### src/rtl/ultra_sonic_pkg.sv
// Shared types and helpers for the ultrasonic ranger array.
// Holds the FSM states, result layout and round-robin channel search.
package ultra_sonic_pkg;

    localparam int RES_TIMEOUT_BIT = 31;
    localparam int RES_FRESH_BIT   = 30;
    localparam int MAX_CH          = 16;

    typedef enum logic [2:0] {
        IDLE,
        TRIG,
        WAIT_RISE,
        MEASURE,
        HOLDOFF
    } us_state_t;

    // Field order mirrors RES_TIMEOUT_BIT / RES_FRESH_BIT.
    typedef struct packed {
        logic        timeout;
        logic        fresh;
        logic [29:0] count;
    } us_result_t;

    // First set mask bit above cur, wrapping; cur = 15 yields the lowest.
    function automatic logic [3:0] next_ch(
        input logic [MAX_CH-1:0] mask,
        input logic [3:0]        cur
    );
        logic [3:0] sel;
        logic [3:0] idx;
        sel = cur;
        for (int i = MAX_CH; i >= 1; i--) begin
            idx = cur + 4'(i);
            if (mask[idx]) sel = idx;
        end
        return sel;
    endfunction

endpackage

### src/rtl/echo_sync.sv
// Two-flop synchroniser for one asynchronous echo input.
// Synchronous active-low reset clears both stages.
module echo_sync (
    input  logic clk,
    input  logic reset_l,
    input  logic d,
    output logic q
);

    logic meta;

    always_ff @(posedge clk) begin
        if (!reset_l) begin
            meta <= 1'b0;
            q    <= 1'b0;
        end else begin
            meta <= d;
            q    <= meta;
        end
    end

endmodule

### src/rtl/ultra_sonic_array.sv
// Round-robin HC-SR04 style ranger controller with per-channel
// echo width measurement, timeout detection and readable results.
module ultra_sonic_array
    import ultra_sonic_pkg::*;
#(
    parameter int NUM_CH         = 4,
    parameter int COUNT_WIDTH    = 24,
    parameter int TRIG_CYCLES    = 500,
    parameter int TIMEOUT_CYCLES = 1_900_000,
    parameter int HOLDOFF_CYCLES = 3_000_000,
    localparam int AW = (NUM_CH > 1) ? $clog2(NUM_CH) : 1
) (
    input  logic              clk,
    input  logic              reset_l,
    input  logic              enable,
    input  logic [NUM_CH-1:0] ch_mask,
    input  logic [NUM_CH-1:0] echo,
    output logic [NUM_CH-1:0] trigger,
    input  logic [AW-1:0]     read_addr,
    input  logic              read_en,
    output logic [31:0]       read_data,
    output logic              done,
    output logic [AW-1:0]     done_ch
);

    localparam int CW = COUNT_WIDTH;
    localparam logic [CW-1:0] TRIG_LAST = CW'(TRIG_CYCLES - 1);
    localparam logic [CW-1:0] TO_LAST   = CW'(TIMEOUT_CYCLES - 1);
    localparam logic [CW-1:0] HOLD_LAST = CW'(HOLDOFF_CYCLES - 1);
    localparam logic [CW-1:0] CNT_MAX   = '1;

    us_state_t state, state_n;
    logic [CW-1:0] timer, timer_n;
    logic [CW-1:0] count, count_n;
    logic [3:0] cur, cur_n;
    logic commit;
    logic commit_to;

    logic [NUM_CH-1:0] echo_s;
    logic [MAX_CH-1:0] echo_pad;
    logic [MAX_CH-1:0] mask_pad;
    logic cur_echo;
    logic go;

    us_result_t res [NUM_CH];
    us_result_t rd;

    for (genvar g = 0; g < NUM_CH; g++) begin : g_sync
        echo_sync u_sync (
            .clk     (clk),
            .reset_l (reset_l),
            .d       (echo[g]),
            .q       (echo_s[g])
        );
    end

    assign echo_pad = MAX_CH'(echo_s);
    assign mask_pad = MAX_CH'(ch_mask);
    assign cur_echo = echo_pad[cur];
    assign go       = enable && (|ch_mask);

    always_comb begin
        state_n   = state;
        timer_n   = timer;
        count_n   = count;
        cur_n     = cur;
        commit    = 1'b0;
        commit_to = 1'b0;
        unique case (state)
            IDLE: begin
                if (go) begin
                    state_n = TRIG;
                    timer_n = '0;
                    cur_n   = next_ch(mask_pad, 4'hF);
                end
            end
            TRIG: begin
                if (timer == TRIG_LAST) begin
                    state_n = WAIT_RISE;
                    timer_n = '0;
                    count_n = '0;
                end else begin
                    timer_n = timer + CW'(1);
                end
            end
            WAIT_RISE: begin
                timer_n = timer + CW'(1);
                if (timer == TO_LAST) begin
                    commit    = 1'b1;
                    commit_to = 1'b1;
                    state_n   = HOLDOFF;
                    timer_n   = '0;
                end else if (cur_echo) begin
                    state_n = MEASURE;
                    count_n = CW'(1);
                end
            end
            MEASURE: begin
                timer_n = timer + CW'(1);
                if (!cur_echo) begin
                    commit  = 1'b1;
                    state_n = HOLDOFF;
                    timer_n = '0;
                end else if (timer == TO_LAST) begin
                    commit    = 1'b1;
                    commit_to = 1'b1;
                    state_n   = HOLDOFF;
                    timer_n   = '0;
                end else if (count != CNT_MAX) begin
                    count_n = count + CW'(1);
                end
            end
            HOLDOFF: begin
                if (timer == HOLD_LAST) begin
                    timer_n = '0;
                    if (go) begin
                        state_n = TRIG;
                        cur_n   = next_ch(mask_pad, cur);
                    end else begin
                        state_n = IDLE;
                    end
                end else begin
                    timer_n = timer + CW'(1);
                end
            end
            default: state_n = IDLE;
        endcase
    end

    always_ff @(posedge clk) begin
        if (!reset_l) begin
            state   <= IDLE;
            timer   <= '0;
            count   <= '0;
            cur     <= '0;
            done    <= 1'b0;
            done_ch <= '0;
        end else begin
            state <= state_n;
            timer <= timer_n;
            count <= count_n;
            cur   <= cur_n;
            done  <= commit;
            if (commit) done_ch <= cur[AW-1:0];
        end
    end

    always_comb begin
        trigger = '0;
        if (state == TRIG) begin
            for (int i = 0; i < NUM_CH; i++) begin
                if (cur == 4'(i)) trigger[i] = 1'b1;
            end
        end
    end

    always_comb begin
        rd = '0;
        for (int i = 0; i < NUM_CH; i++) begin
            if (read_addr == AW'(i)) rd = res[i];
        end
    end

    // A commit to the channel being read overrides the fresh clear.
    always_ff @(posedge clk) begin
        if (!reset_l) begin
            for (int i = 0; i < NUM_CH; i++) res[i] <= '0;
            read_data <= '0;
        end else begin
            for (int i = 0; i < NUM_CH; i++) begin
                if (commit && cur == 4'(i)) begin
                    res[i].timeout <= commit_to;
                    res[i].fresh   <= 1'b1;
                    res[i].count   <= 30'(count);
                end else if (read_en && read_addr == AW'(i)) begin
                    res[i].fresh <= 1'b0;
                end
            end
            read_data <= rd;
        end
    end

endmodule

### config.mk
export PLATFORM = sky130hd
export DESIGN_NAME = ultra_sonic_array
export DESIGN_NICKNAME = d
export VERILOG_FILES = /design/src/rtl/ultra_sonic_pkg.sv /design/src/rtl/echo_sync.sv /design/src/rtl/ultra_sonic_array.sv
export SDC_FILE = /design/constraint.sdc
export NUM_CORES = 1
export LEC_CHECK = 0
export ABC_AREA = 1
export CORE_MARGIN = 10
export CORE_UTILIZATION = 55
export CTS_BUF_LIST = sky130_fd_sc_hd__clkbuf_8
export CTS_CLUSTER_SIZE = 8
export DETAILED_ROUTE_END_ITERATION = 10
export GPL_TIMING_DRIVEN = 0
export PLACE_DENSITY_LB_ADDON = 0.2
export SKIP_CTS_REPAIR_TIMING = 1
export SYNTH_ARGS = -nofsm -noshare
export SYNTH_HDL_FRONTEND = slang
export SYNTH_SLANG_ARGS = --single-unit
### constraint.sdc
create_clock -name clk -period 4.58 [get_ports clk]
set_clock_uncertainty 0.2 [all_clocks]
set_input_delay 0.916 -clock clk [delete_from_list [all_inputs] [get_ports clk]]
set_output_delay 0.916 -clock clk [all_outputs]
set_load 0.02 [all_outputs]
==> run summary <==
=====================================================================================
Final-report hold violation count                                                   0
Net count of the finished layout                                                 1285
Endpoint of the worst-slack reg-to-reg timing path                       res[1][0]$_SDFFCE_PN0P_
Combinational power share                                                       25.1%
Count of routing violations after the opening detailed-route iteration            649
Number of buffers created by CTS                                                   17
Number of remaining DRC errors                                                      0
Synth area leaders                                                       edfxtp_1 32%, dfxtp_1 19%, nand2_1 9.4%
Number of distinct library cells after synthesis                                   53
EDFF count, synth                                                                 104
Top cell type by total area after synthesis                                  edfxtp_1
Net Sw Frac                                                                     35.0%
Count of final max-slew check failures                                              0
Die area                                                                  23700 sq um
Total Wirelength                                                              24.2 mm
Share of total power in the clock network                                       26.0%
Int Pwr                                                                       2630 uW
Hold path start                                                          g_sync[3].u_sync.meta$_SDFF_PN0_
Source-to-sink clock delay at the later pin of the worst-skew pair             470 ps
Clock period minus worst slack                                                3530 ps
Required time at the worst-slack endpoint                                     3460 ps
Sequential element share of the synthesized area                                50.3%
Number of max-cap violations                                                        0
Run status                                                                  completed
Remaining global-route overflow                                                     0
Overall die height                                                             154 um
Reg clk slew, reported paths                                                   100 ps
Ratio of cells with drive above 1 in the final layout                           10.7%
Aggregate global-route resource usage                                           20.3%
Leakage                                                                    0.00421 uW
Width of the die                                                               154 um
Standard-cell row count                                                            48
Actual transition at the worst max-transition pin                             1310 ps
Worst reg2reg startpoint                                                 cur[1]$_SDFFE_PN0P_
Post-Synthesis Cell Area                                                   9870 sq um
Seq cells post-synth                                                              196
Via count of the first global-routing pass                                       7673
Drt pass-1 iters                                                                    5
Power share of the sequential group                                             48.9%
Placed wire-length estimate after detailed placement                          17.2 mm
Hold path endpoint                                                       g_sync[3].u_sync.q$_SDFF_PN0_
Via count                                                                        8120
Reg2Reg Setup Slack                                                           1180 ps
CP arrival                                                                    2410 ps
Post-route core utilization                                                     63.2%
Area growth syn-to-layout                                                       11.6%
Per-instance average area after synthesis                                  8.31 sq um
Total number of clock tree sinks                                                  196
Total negative slack                                                             0 ps
Most used DFF post-synth                                                     edfxtp_1
Port buffer count                                                                  46
Ys async rst share                                                                 0%
Crit. End Element                                                        primary output
Buffer cell driving the clock tree root                                      clkbuf_8
Antenna viol nets, final                                                            0
Headroom to the max-slew limit                                                  12.6%
Commonest non-fill, non-tap cells in the layout                          246 x nand2_1, 169 x nor2_1, 126 x inv_1
Worst Setup Path Type                                                    flip-flop to primary output
Worst vdd rail ir drop                                                         259 uV
Launching element type of the critical path                                 flip-flop
Area share of the largest cell type after synthesis                             31.7%
Clock buffer depth                                                                  2
Min-Delay Path Depth                                                                2
P per Cell Area                                                           367 nW/um^2
Net switching power of the design                                             1410 uW
Initial standard-cell utilization of the core                                   56.6%
Peak fanout along the critical path                                                 9
First-pass GRT wire length                                                    39.4 mm
Maximum number of pins on one net before global-route repair                       26
Setup repair after global routing missed its margin                                no
Worst hold-check path type                                               flip-flop to flip-flop
Crit share post-route                                                           77.1%
# IOs                                                                              53
Mean routed wirelength per cell                                               16.2 um
Last weighted congestion value of the routability-driven placer                 0.928
Peak clock frequency supported by timing                                      283 MHz
Number of cells on the worst reg-to-reg path                                       10
Number of antenna violations at the first check in global routing                   0
Gate count after technology mapping                                              1187
Commonest non-fill, non-tap cell in the layout                                nand2_1
Clock tree from TritonCTS                                                         yes
Warning count from the yosys run                                                    0
Std-Cell Core Area                                                        17400 sq um
Setup violation total in the final timing report                                    0
ANT cells                                                                           0
Via/cell ratio                                                                   5.43
Max H-tree Level                                                                    4
=====================================================================================
==> routing by layer <==
| metal | GRT usage (%) | share of wire (%) | vias up |
|---|---|---|---|
| li1 | - | - | 4056 |
| met1 | 25.9 | 43 | 3745 |
| met2 | 34.2 | 49 | 282 |
| met3 | 3.85 | 6.1 | 37 |
| met4 | 6.07 | 2.1 | 0 |
| met5 | 0 | 0 | - |
==> power by group through the flow <==
stage,Clock (uW),Sequential [uW],Combinational [uW]
after floorplan,0,2030,688
after global placement,0,2020,993
after detailed placement,0,2020,1010
after CTS,1060,1980,1010
after global routing,1130,1990,1110
final,1050,1980,1020
==> critical path: stages, from the launching register on <==
cell	delay (ps)
dfxtp_1	340
clkbuf_2	160
inv_1	250
ha_1	270
nand2_1	130
nor2_1	160
clkdlybuf4s50_1	620
==> Yosys cell counts (all sizes together), types with 2 or more instances <==
cell type,n
xor2,18
xnor2,2
inv,139
clkbuf,22
ha,13
nor3,39
a211oi,2
a31o,2
nor4,16
o21ai,43
nor2,200
clkinv,4
nand3,91
o211ai,28
a31oi,4
nand2,258
or2,3
buf,24
a21oi,45
nand4,26
dfxtp,92
nor3b,3
edfxtp,104
==> kinds of logic (layout without fill, tap and decap cells) <==
logic type,Yosys count,count (layout),share of synthesized area [%]
xor gates and xnor gates,20,20,1.78
adders and majority gates,13,13,1.65
buffers and inverters,189,268,8.41
AOI/OAI and AO/OA,129,129,7.77
DFF,196,196,50.3
and+or+nand+nor,639,639,30.0
other,1,6,0.0380
==> worst max path at each step <==
| stage | start | endpoint | slack, ps | cells past startpoint |
|---|---|---|---|---|
| 2_1_floorplan | timer[0]$_SDFFE_PN0P_ | res[3][24]$_SDFFCE_PP0P_ | 1220 | 10 |
| 4_1_cts | cur[2]$_SDFFE_PN0P_ | trigger[3] | 1030 | 6 |
| 6_report | cur[2]$_SDFFE_PN0P_ | trigger[0] | 1050 | 6 |
| 3_5_place_dp | reset_l | res[1][3]$_SDFFCE_PN0P_ | 530 | 4 |
| 3_3_place_gp | timer[0]$_SDFFE_PN0P_ | res[3][24]$_SDFFCE_PP0P_ | 9 | 10 |
| 5_1_grt | reset_l | res[1][6]$_SDFFCE_PN0P_ | 910 | 4 |
==> cell type report <==
cell class / instances / area (sq um)
Timing Repair Buffer: 47 / 480
Tap cell: 225 / 282
Clock buffer: 17 / 234
Clock inverter: 15 / 121
Fill cell: 1515 / 6400
Inverter: 143 / 539
Sequential cell: 196 / 4960
Buffer: 46 / 290
Multi-Input combinational cell: 807 / 4100
==> sequential cells by signal, indices dropped and copies added, names as in the netlist <==
register / flops
count: 24
cur: 4
state: 3
res: 104
g_sync.u_sync.meta: 4
g_sync.u_sync.q: 4
timer: 24
read_data: 26
done: 1
done_ch: 2
==> per-stage QoR <==
stage	area, sq um	power (uW)	hold slack [ps]	instances	setup slack, ps
after floorplan	9880	2720	190	1192	1220
after global placement	10600	3010	196	1463	8.73
after detailed placement	10700	3020	201	1464	535
after CTS	11000	4040	224	1496	1030
after global routing	11000	4230	247	1496	913
final	11000	4040	221	1496	1050
Power figures use the tool's default switching activity.
